**src/rtl/updown_counter_mod.sv**
```systemverilog
// Up/down counter with programmable terminal value, synchronous load, wrap or
// saturate at the limits, registered boundary pulses and a sticky error flag.
module updown_counter_mod #(
    parameter int unsigned      WIDTH    = 8,
    parameter logic [WIDTH-1:0] MAX_VAL  = {WIDTH{1'b1}},
    parameter bit               SATURATE = 1'b0
) (
    input  logic             clk,
    input  logic             rst,
    input  logic             enable,
    input  logic             up_down,
    input  logic             load,
    input  logic [WIDTH-1:0] load_val,
    input  logic             clr_flags,
    output logic [WIDTH-1:0] count,
    output logic             overflow,
    output logic             underflow,
    output logic             sticky_err,
    output logic             at_max,
    output logic             at_min
);

    localparam logic [WIDTH-1:0] CntOne  = WIDTH'(1);
    localparam logic [WIDTH-1:0] CntZero = '0;

    logic [WIDTH-1:0] count_q, count_d;
    logic             overflow_q, overflow_d;
    logic             underflow_q, underflow_d;
    logic             sticky_q, sticky_d;

    always_comb begin
        count_d     = count_q;
        overflow_d  = 1'b0;
        underflow_d = 1'b0;

        if (load) begin
            count_d = (load_val > MAX_VAL) ? MAX_VAL : load_val;
        end else if (enable) begin
            if (up_down) begin
                if (count_q == MAX_VAL) begin
                    overflow_d = 1'b1;
                    count_d    = SATURATE ? MAX_VAL : CntZero;
                end else begin
                    count_d = count_q + CntOne;
                end
            end else begin
                if (count_q == CntZero) begin
                    underflow_d = 1'b1;
                    count_d     = SATURATE ? CntZero : MAX_VAL;
                end else begin
                    count_d = count_q - CntOne;
                end
            end
        end

        // A new error event takes precedence over a coincident clear.
        sticky_d = sticky_q;
        if (clr_flags) begin
            sticky_d = 1'b0;
        end
        if (overflow_d || underflow_d) begin
            sticky_d = 1'b1;
        end
    end

    always_ff @(posedge clk) begin
        if (rst) begin
            count_q     <= '0;
            overflow_q  <= 1'b0;
            underflow_q <= 1'b0;
            sticky_q    <= 1'b0;
        end else begin
            count_q     <= count_d;
            overflow_q  <= overflow_d;
            underflow_q <= underflow_d;
            sticky_q    <= sticky_d;
        end
    end

    assign count      = count_q;
    assign overflow   = overflow_q;
    assign underflow  = underflow_q;
    assign sticky_err = sticky_q;
    assign at_max     = (count_q == MAX_VAL);
    assign at_min     = (count_q == CntZero);

endmodule

```
**config.mk**
```make
export PLATFORM = sky130hd
export DESIGN_NAME = updown_counter_mod
export DESIGN_NICKNAME = d
export VERILOG_FILES = /design/src/rtl/updown_counter_mod.sv
export SDC_FILE = /design/constraint.sdc
export NUM_CORES = 1
export LEC_CHECK = 0
export CAP_MARGIN = 10
export CORE_UTILIZATION = 35
export DETAILED_ROUTE_END_ITERATION = 6
export SYNTH_ARGS = -nofsm -noshare
export SYNTH_HDL_FRONTEND = slang
export SYNTH_SLANG_ARGS = --single-unit
```
**constraint.sdc**
```tcl
create_clock -name clk -period 2.1 [get_ports clk]
set_input_delay 0.21 -clock clk [delete_from_list [all_inputs] [get_ports clk]]
set_output_delay 0.21 -clock clk [all_outputs]
set_load 0.02 [all_outputs]
```
Word level (Yosys, flattened, before mapping)
Cells that the tools add are included.

storage, ports and cells
  input port bits = 14
  output and inout port bits = 13
  flip-flop bits (word level) = 11
  logic and storage cells = 28

cells by class
  $lt $le $gt $ge = 1
  equal/unequal tests = 1
  reduce and logical (&&, ||, !) cells = 4
  mux-type cells = 16
  add/sub/neg operators = 2

operators by type and width
  operator             count
  $mux 8               6
  $mux 1               10
  $add 8x1->8 const B  1
  $eq 8x8->1 const B   1
  $gt 8x8->1 const B   1
  $logic_not 8->1      1
  $sub 8x1->8 const B  1
  $reduce_bool 2->1    2
  $logic_or 1x1->1     1

Logic depth before layout (Yosys ltp)
Gate-level depths: netlist of the first run.

  word-level depth = 7
  mapped depth = 7
  depth with buffers taken out = 7

Worst setup path before layout of the first run
No wires, ideal clock.

  kind = register to register
  from = reg count_q[0], in the netlist count[0]
  to = reg count_q[3], in the netlist count[3]
  setup slack = 0.359 ns
  cell stages (with the launch flop) = 8
  library setup time = 0.140 ns
  path buffers = 0
  period minus slack after synthesis = 1.741 ns
  data arrival time = 1.601 ns
  required time = 1.960 ns
  cells stage by stage = dfxtp_1 > inv_1 > ha_1 > nor3b_1 > nand3_1 > o211ai_1 > a211oi_1 > a2111oi_2

on the way
  longest elaborated chain between the ends = 5
  elaborated cells on any way between the ends = 9
  those cells by class = 2 x add/sub; 1 x eq/ne; 5 x mux; 1 x reduce/logical

RTL lines
  what                                       line    text
  start: declaration                         26      logic [WIDTH-1:0] count_q, count_d;
  start signal: assignment                   73      count_q <= count_d;
  $sub 8x1->8, or another cell as far along  51      count_d = count_q - CntOne;
  $mux 8, on equally long branches           47, 40
  $mux 8 *                                   39      if (up_down) begin
  $mux 8 *                                   38      end else if (enable) begin
  $mux 8 *                                   36      if (load) begin

Every way passes the cells marked *; elsewhere a longest branch is shown, timed or not. The select of a mux whose other input is x is not followed.
A chain may end at the register's enable or synchronous reset.

Worst setup path after layout of the first run
  from = reg count_q[5], in the netlist count[5]
  to = out count[5]

RTL lines
  what              line  text
  end: declaration  15    output logic [WIDTH-1:0] count,

No word-level cell between the ends.

==> flow_summary.json, run 1 <==
{
  "diodes": 0,
  "finalCritPeriodShare_pct": 83.2,
  "cp-start-kind": "flop",
  "num_vias": 1015,
  "slowest_delay_ns": 0.68,
  "antenna_left": 0,
  "synth.ff_latch_count": 11,
  "r2r-end": "count[7]",
  "min_period_ns": 1.75,
  "critical_path_class": "reg -> out",
  "worst_skew_pair.late_latency_ns": 0.28,
  "rows": 17,
  "arrival_ns": 1.54,
  "synth_fp_nets": 137,
  "cp_max_fo": 8,
  "yosys-top-cells-area": "dfxtp_1 25%, a21oi_1 7.3%, nor2_1 5.0%",
  "multiInputGateArea_um2": 601,
  "finalSetupTns_ns": 0,
  "grtUsageTotal_pct": 20.8,
  "yosysTopAreaCellShare_pct": 24.6,
  "rsz0062_at_grt": "false",
  "critPathRequiredTime_ns": 1.89,
  "start_util_pct": 38.6,
  "fin_skew_ns": 0.00735,
  "ctsHoldBuffers": 0,
  "synth_seq_area_share_pct": 24.6,
  "synth_commonest_cells": "13 x a21oi_1, 12 x nor2_1, 11 x dfxtp_1",
  "fin_util_pct": 54.5,
  "grt_max_degree": 13,
  "cp_cell_sequence": "clkdlybuf4s50_1",
  "synth_most_common_cell": "a21oi_1",
  "drive_above_1_share_pct": 15.1,
  "cts_tree": "done",
  "crit_path_end_kind": "primary output",
  "setup-violations-final": 0,
  "regArea_um2": 220,
  "ys.flop_type": "dfxtp_1",
  "gp_congestion": 0.838,
  "rr_worst_depth": 6,
  "finalMaxSlewViolations": 0,
  "dp_hpwl_mm": 1.93,
  "r2r-start": "count[2]",
  "outcome": "finished, final reports clean",
  "clockBufferDepth": 2,
  "cts_sinks": 11,
  "core_area_um2": 2320,
  "tightest_slew_ns": 0.549,
  "synth_edf_count": 0,
  "cts-root-buf": "clkbuf_4",
  "die_w_um": 52.6,
  "synth_cells": 120,
  "slew_headroom_pct": 63.3,
  "max_cap_viol_count": 0,
  "numPortBuffers": 26,
  "async_flop_share_pct": 0,
  "wire_per_inst_um": 14.1,
  "antenna_found_initial": 0,
  "hold_path_depth": 2,
  "hp-class": "reg -> reg",
  "yosys.area.top_type": "dfxtp_1",
  "synth.yosys.warnings": 0,
  "vdd_ir_drop_max_uv": 391,
  "powerDensity_nw_per_um2": 521,
  "die-area_um2": 2760,
  "drt_iter0_markers": 19,
  "pin_count": 27,
  "max_freq_ghz": 0.572,
  "drc": 0,
  "drtPass1Iterations": 4,
  "num-nets-final": 170,
  "path_clk_slew_ns": 0.08,
  "rrSetupSlack_ns": 0.40,
  "grt_pass1_vias": 931,
  "area_growth_pct": 41.3,
  "htree_levels": 1,
  "grt_pass1_wl_mm": 4.13,
  "synth_area_um2": 895,
  "yosysUniqueCellTypes": 44,
  "cts_buffers": 3,
  "grt-ovfl-total": 0,
  "hold_start": "sticky_err",
  "path_buf_inv": 1,
  "avgSynthCellArea_um2": 7.46,
  "slowest_stage": "clkdlybuf4s50_1",
  "hold_violations": 0,
  "wl_mm": 2.54,
  "path_delay_family": "buffers and inverters",
  "fillCellCount": 228,
  "p_leak_uw": 0.000518,
  "die-height_um": 52.6,
  "via_per_inst": 5.64,
  "min_to": "sticky_err"
}
[kinds of logic (layout without fill, tap and decap cells)]
| group | after synthesis | count (layout) | synth area share [%] |
|---|---|---|---|
| buffers and inverters | 18 | 50 | 8.81 |
| AND/OR/NAND/NOR | 48 | 48 | 30.6 |
| adder cells (fa/ha/maj) | 3 | 3 | 4.20 |
| flip-flops | 11 | 11 | 24.6 |
| AO/OA/AOI/OAI | 36 | 36 | 27.7 |
| multiplexers | 1 | 1 | 1.12 |
| XOR/XNOR | 3 | 3 | 2.94 |
[flip-flops by register name, summed over array words and instances (netlist names)]
register    count
underflow       1
sticky_err      1
count           8
overflow        1
[per-stage QoR]
step	std cells	power (uW)	area, um2	hold slack [ns]	setup WS [ns]
after floorplan	120	399	895	0.290	0.359
after global placement	176	505	1230	0.472	0.323
after detailed placement	176	505	1230	0.482	0.274
after CTS	180	663	1260	0.493	0.0376
after global routing	180	700	1260	0.510	0.305
final	180	658	1260	0.494	0.352
[how the worst max path moves through the flow]
| stage | start | to | slack, ns | cells after the start |
|---|---|---|---|---|
| finish | count[5] | count[5] | 0.35 | 1 |
| detailed placement | count[0] | at_min | 0.27 | 6 |
| global placement | up_down | count[3] | 0.32 | 6 |
| global route | count[5] | count[5] | 0.31 | 1 |
| CTS | count[0] | at_min | 0.04 | 6 |
| floorplan | count[0] | count[3] | 0.36 | 7 |
[what timing repair did]
action	in CTS	in global routing
resized for setup	1	2
endpoints found under the setup margin	1	2
setup buffers	0	0
[area by class of cell]
class	instances	share of cell area (%)
clock buffers	4	2.08
inverters	9	2.67
multi-input cells	91	47.5
flip-flops and latches	11	17.4
well taps	28	2.77
repair buffers	37	27.5
[per-layer routing]
metal	vias up	GRT usage, %	wire (um)
met3	7	3.77	106
met5	-	0	0
met2	29	33.8	1210
met4	0	10.1	50
li1	503	-	-
met1	476	26.1	1180
[power by group]
part	leakage, uW	switching, uW	internal [uW]
Clock	0.0000150	81.2	73.7
Sequential	0.0000905	17.6	221
Combinational	0.000412	136	128
[cells in the final DEF, fill, tap and decap left out, types with 4 or more instances in the layout]
cell type and count:
nand2_1 9, nand3_1 4, buf_4 11, clkdlybuf4s50_1 24
dfxtp_1 11, inv_1 9, nor3_1 7, a21oi_1 13
nor2_1 12
Power figures use the tool's default switching activity.
==> run 2, diff against run 1 <==
- clock period: 2.1 -> 1.45 ns (I/O delays scaled with it)
==> flow_summary.json, run 2 (synthesis gave the netlist of run 1 again) <==
{
  "p_leak_uw": 0.000666,
  "via_per_inst": 5.49,
  "die_w_um": 52.6,
  "path_clk_slew_ns": 0.08,
  "core_area_um2": 2320,
  "cts_sinks": 11,
  "drt_iter0_markers": 25,
  "numPortBuffers": 26,
  "arrival_ns": 1.97,
  "pre_cts_ws_ns": -0.237,
  "grt-ovfl-total": 0,
  "cts_tree": "done",
  "slew_headroom_pct": 76.7,
  "drtPass1Iterations": 4,
  "dp_hpwl_mm": 2.26,
  "worst_skew_pair.late_latency_ns": 0.28,
  "tightest_slew_ns": 0.343,
  "pin_count": 27,
  "cts-root-buf": "clkbuf_4",
  "rows": 17,
  "cp-start-kind": "flop",
  "layout_commonest_cell": "buf_4",
  "r2r-end": "count[6]",
  "layout_common_cells": "35 x buf_4, 16 x clkdlybuf4s50_1, 11 x nor2_1, 10 x a21oi_1",
  "min_period_ns": 1.79,
  "grt_max_degree": 10,
  "finalMaxSlewViolations": 0,
  "die-area_um2": 2760,
  "finalCritPeriodShare_pct": 123,
  "hold_ws_ns": 0.424,
  "powerDensity_nw_per_um2": 698,
  "rrSetupSlack_ns": -0.34,
  "cp_max_fo": 4,
  "grt_pass1_wl_mm": 5.00,
  "drive_above_1_share_pct": 45.0,
  "grt_pass1_vias": 1112,
  "dpl-instance-area_um2": 1440,
  "grtUsageTotal_pct": 24.9,
  "area_growth_pct": 78.0,
  "hold_path_depth": 3,
  "wire_per_inst_um": 15.0,
  "rr_worst_depth": 6,
  "violations": "negative setup slack",
  "drc": 0,
  "antenna_left": 0,
  "fillCellCount": 197,
  "setup-violations-final": 9,
  "hold_violations": 0,
  "max_cap_viol_count": 0,
  "diodes": 0,
  "crit_path_end_kind": "flop",
  "vdd_ir_drop_max_uv": 690,
  "hold_start": "load_val[2]",
  "final_cells": 208,
  "clockBufferDepth": 2,
  "num-nets-final": 198,
  "fin_util_pct": 68.7,
  "rsz0062_at_grt": "true",
  "hp-class": "in -> reg",
  "htree_levels": 1,
  "largest_reg_flops": 8,
  "ctsHoldBuffers": 0,
  "num_vias": 1142,
  "fin_skew_ns": 0.00788,
  "critical_path_class": "reg -> reg",
  "antenna_found_initial": 0,
  "gp_congestion": 0.845,
  "dp_cells": 202,
  "wl_mm": 3.12,
  "fin_ws_ns": -0.340,
  "die-height_um": 52.6,
  "max_freq_ghz": 0.559,
  "cts_buffers": 3,
  "start_util_pct": 38.6,
  "outcome": "finished, violations left",
  "r2r-start": "count[2]",
  "postLayoutCellArea_um2": 1590,
  "critPathRequiredTime_ns": 1.63,
  "min_to": "count[2]"
}
==> run 2: cell types whose count changed in the layout (fill, tap and decap cells not counted), moves of 4 or more <==
cell	before	now
buf_4	11	35
dfxtp_2	0	4
dlygate4sd2_1	0	7
inv_1	9	5
buf_6	0	6
clkdlybuf4s50_1	24	16
dfxtp_1	11	4
==> run 2: final cells by class <==
type,count,area [um2],share of cell area [%]
Multi-Input combinational cell,91,702,44.1
Timing Repair Buffer,65,557,35.0
Sequential cell,11,236,14.8
Inverter,9,36.3,2.28
Tap cell,28,35.0,2.20
Clock buffer,4,26.3,1.65
==> run 2: where the power goes <==
part | switching (uW) | leakage, uW | internal (uW) | total [uW]
clock | 121 | 0.0000150 | 107 | 228
sequential | 34.7 | 0.0000935 | 323 | 357
combinational | 248 | 0.000557 | 279 | 527
==> run 2: per-layer routing <==
metal,GRT usage (%),share of wire (%),vias up
met5,0,0,-
met4,9.21,2.3,0
met3,5.80,4.2,8
met2,42.8,50,28
met1,29.7,43,549
li1,-,-,557
==> run 2: stage by stage <==
stage	power, uW	TNS, ns
detailed placement	815	-1.85
floorplan	586	-0.413
global placement	809	-1.59
global route	1170	-1.64
CTS	1090	-0.847
finish	1110	-0.922
==> run 2: worst max-delay path by stage <==
stage | start | endpoint | slack [ns] | depth (start not counted)
global route | count[2] | count[6] | -0.35 | 6
CTS | count[0] | count[4] | -0.15 | 8
finish | count[2] | count[6] | -0.34 | 6
detailed placement | count[0] | at_min | -0.24 | 6
floorplan | count[2] | count[7] | -0.10 | 6
global placement | count[2] | at_min | -0.20 | 4
==> run 2: worst max-delay path: stages (launching register included) <==
cell and delay (ns):
dfxtp_4 0.37, nor4_4 0.34, buf_4 0.19, nand2_1 0.07
o221ai_1 0.31, o311ai_1 0.20, o21a_1 0.21
==> run 2: repair_timing <==
action	CTS	global route
gates resized for setup	41	16
pin swaps	11	9
cloned	0	0
setup buffers	2	0
setup endpoints to repair	17	12
==> run 3, diff against run 2 <==
- TNS_END_PERCENT: unset -> 100
==> results of run 3 <==
Final layout, timing and power as in run 2 (identical DEF).
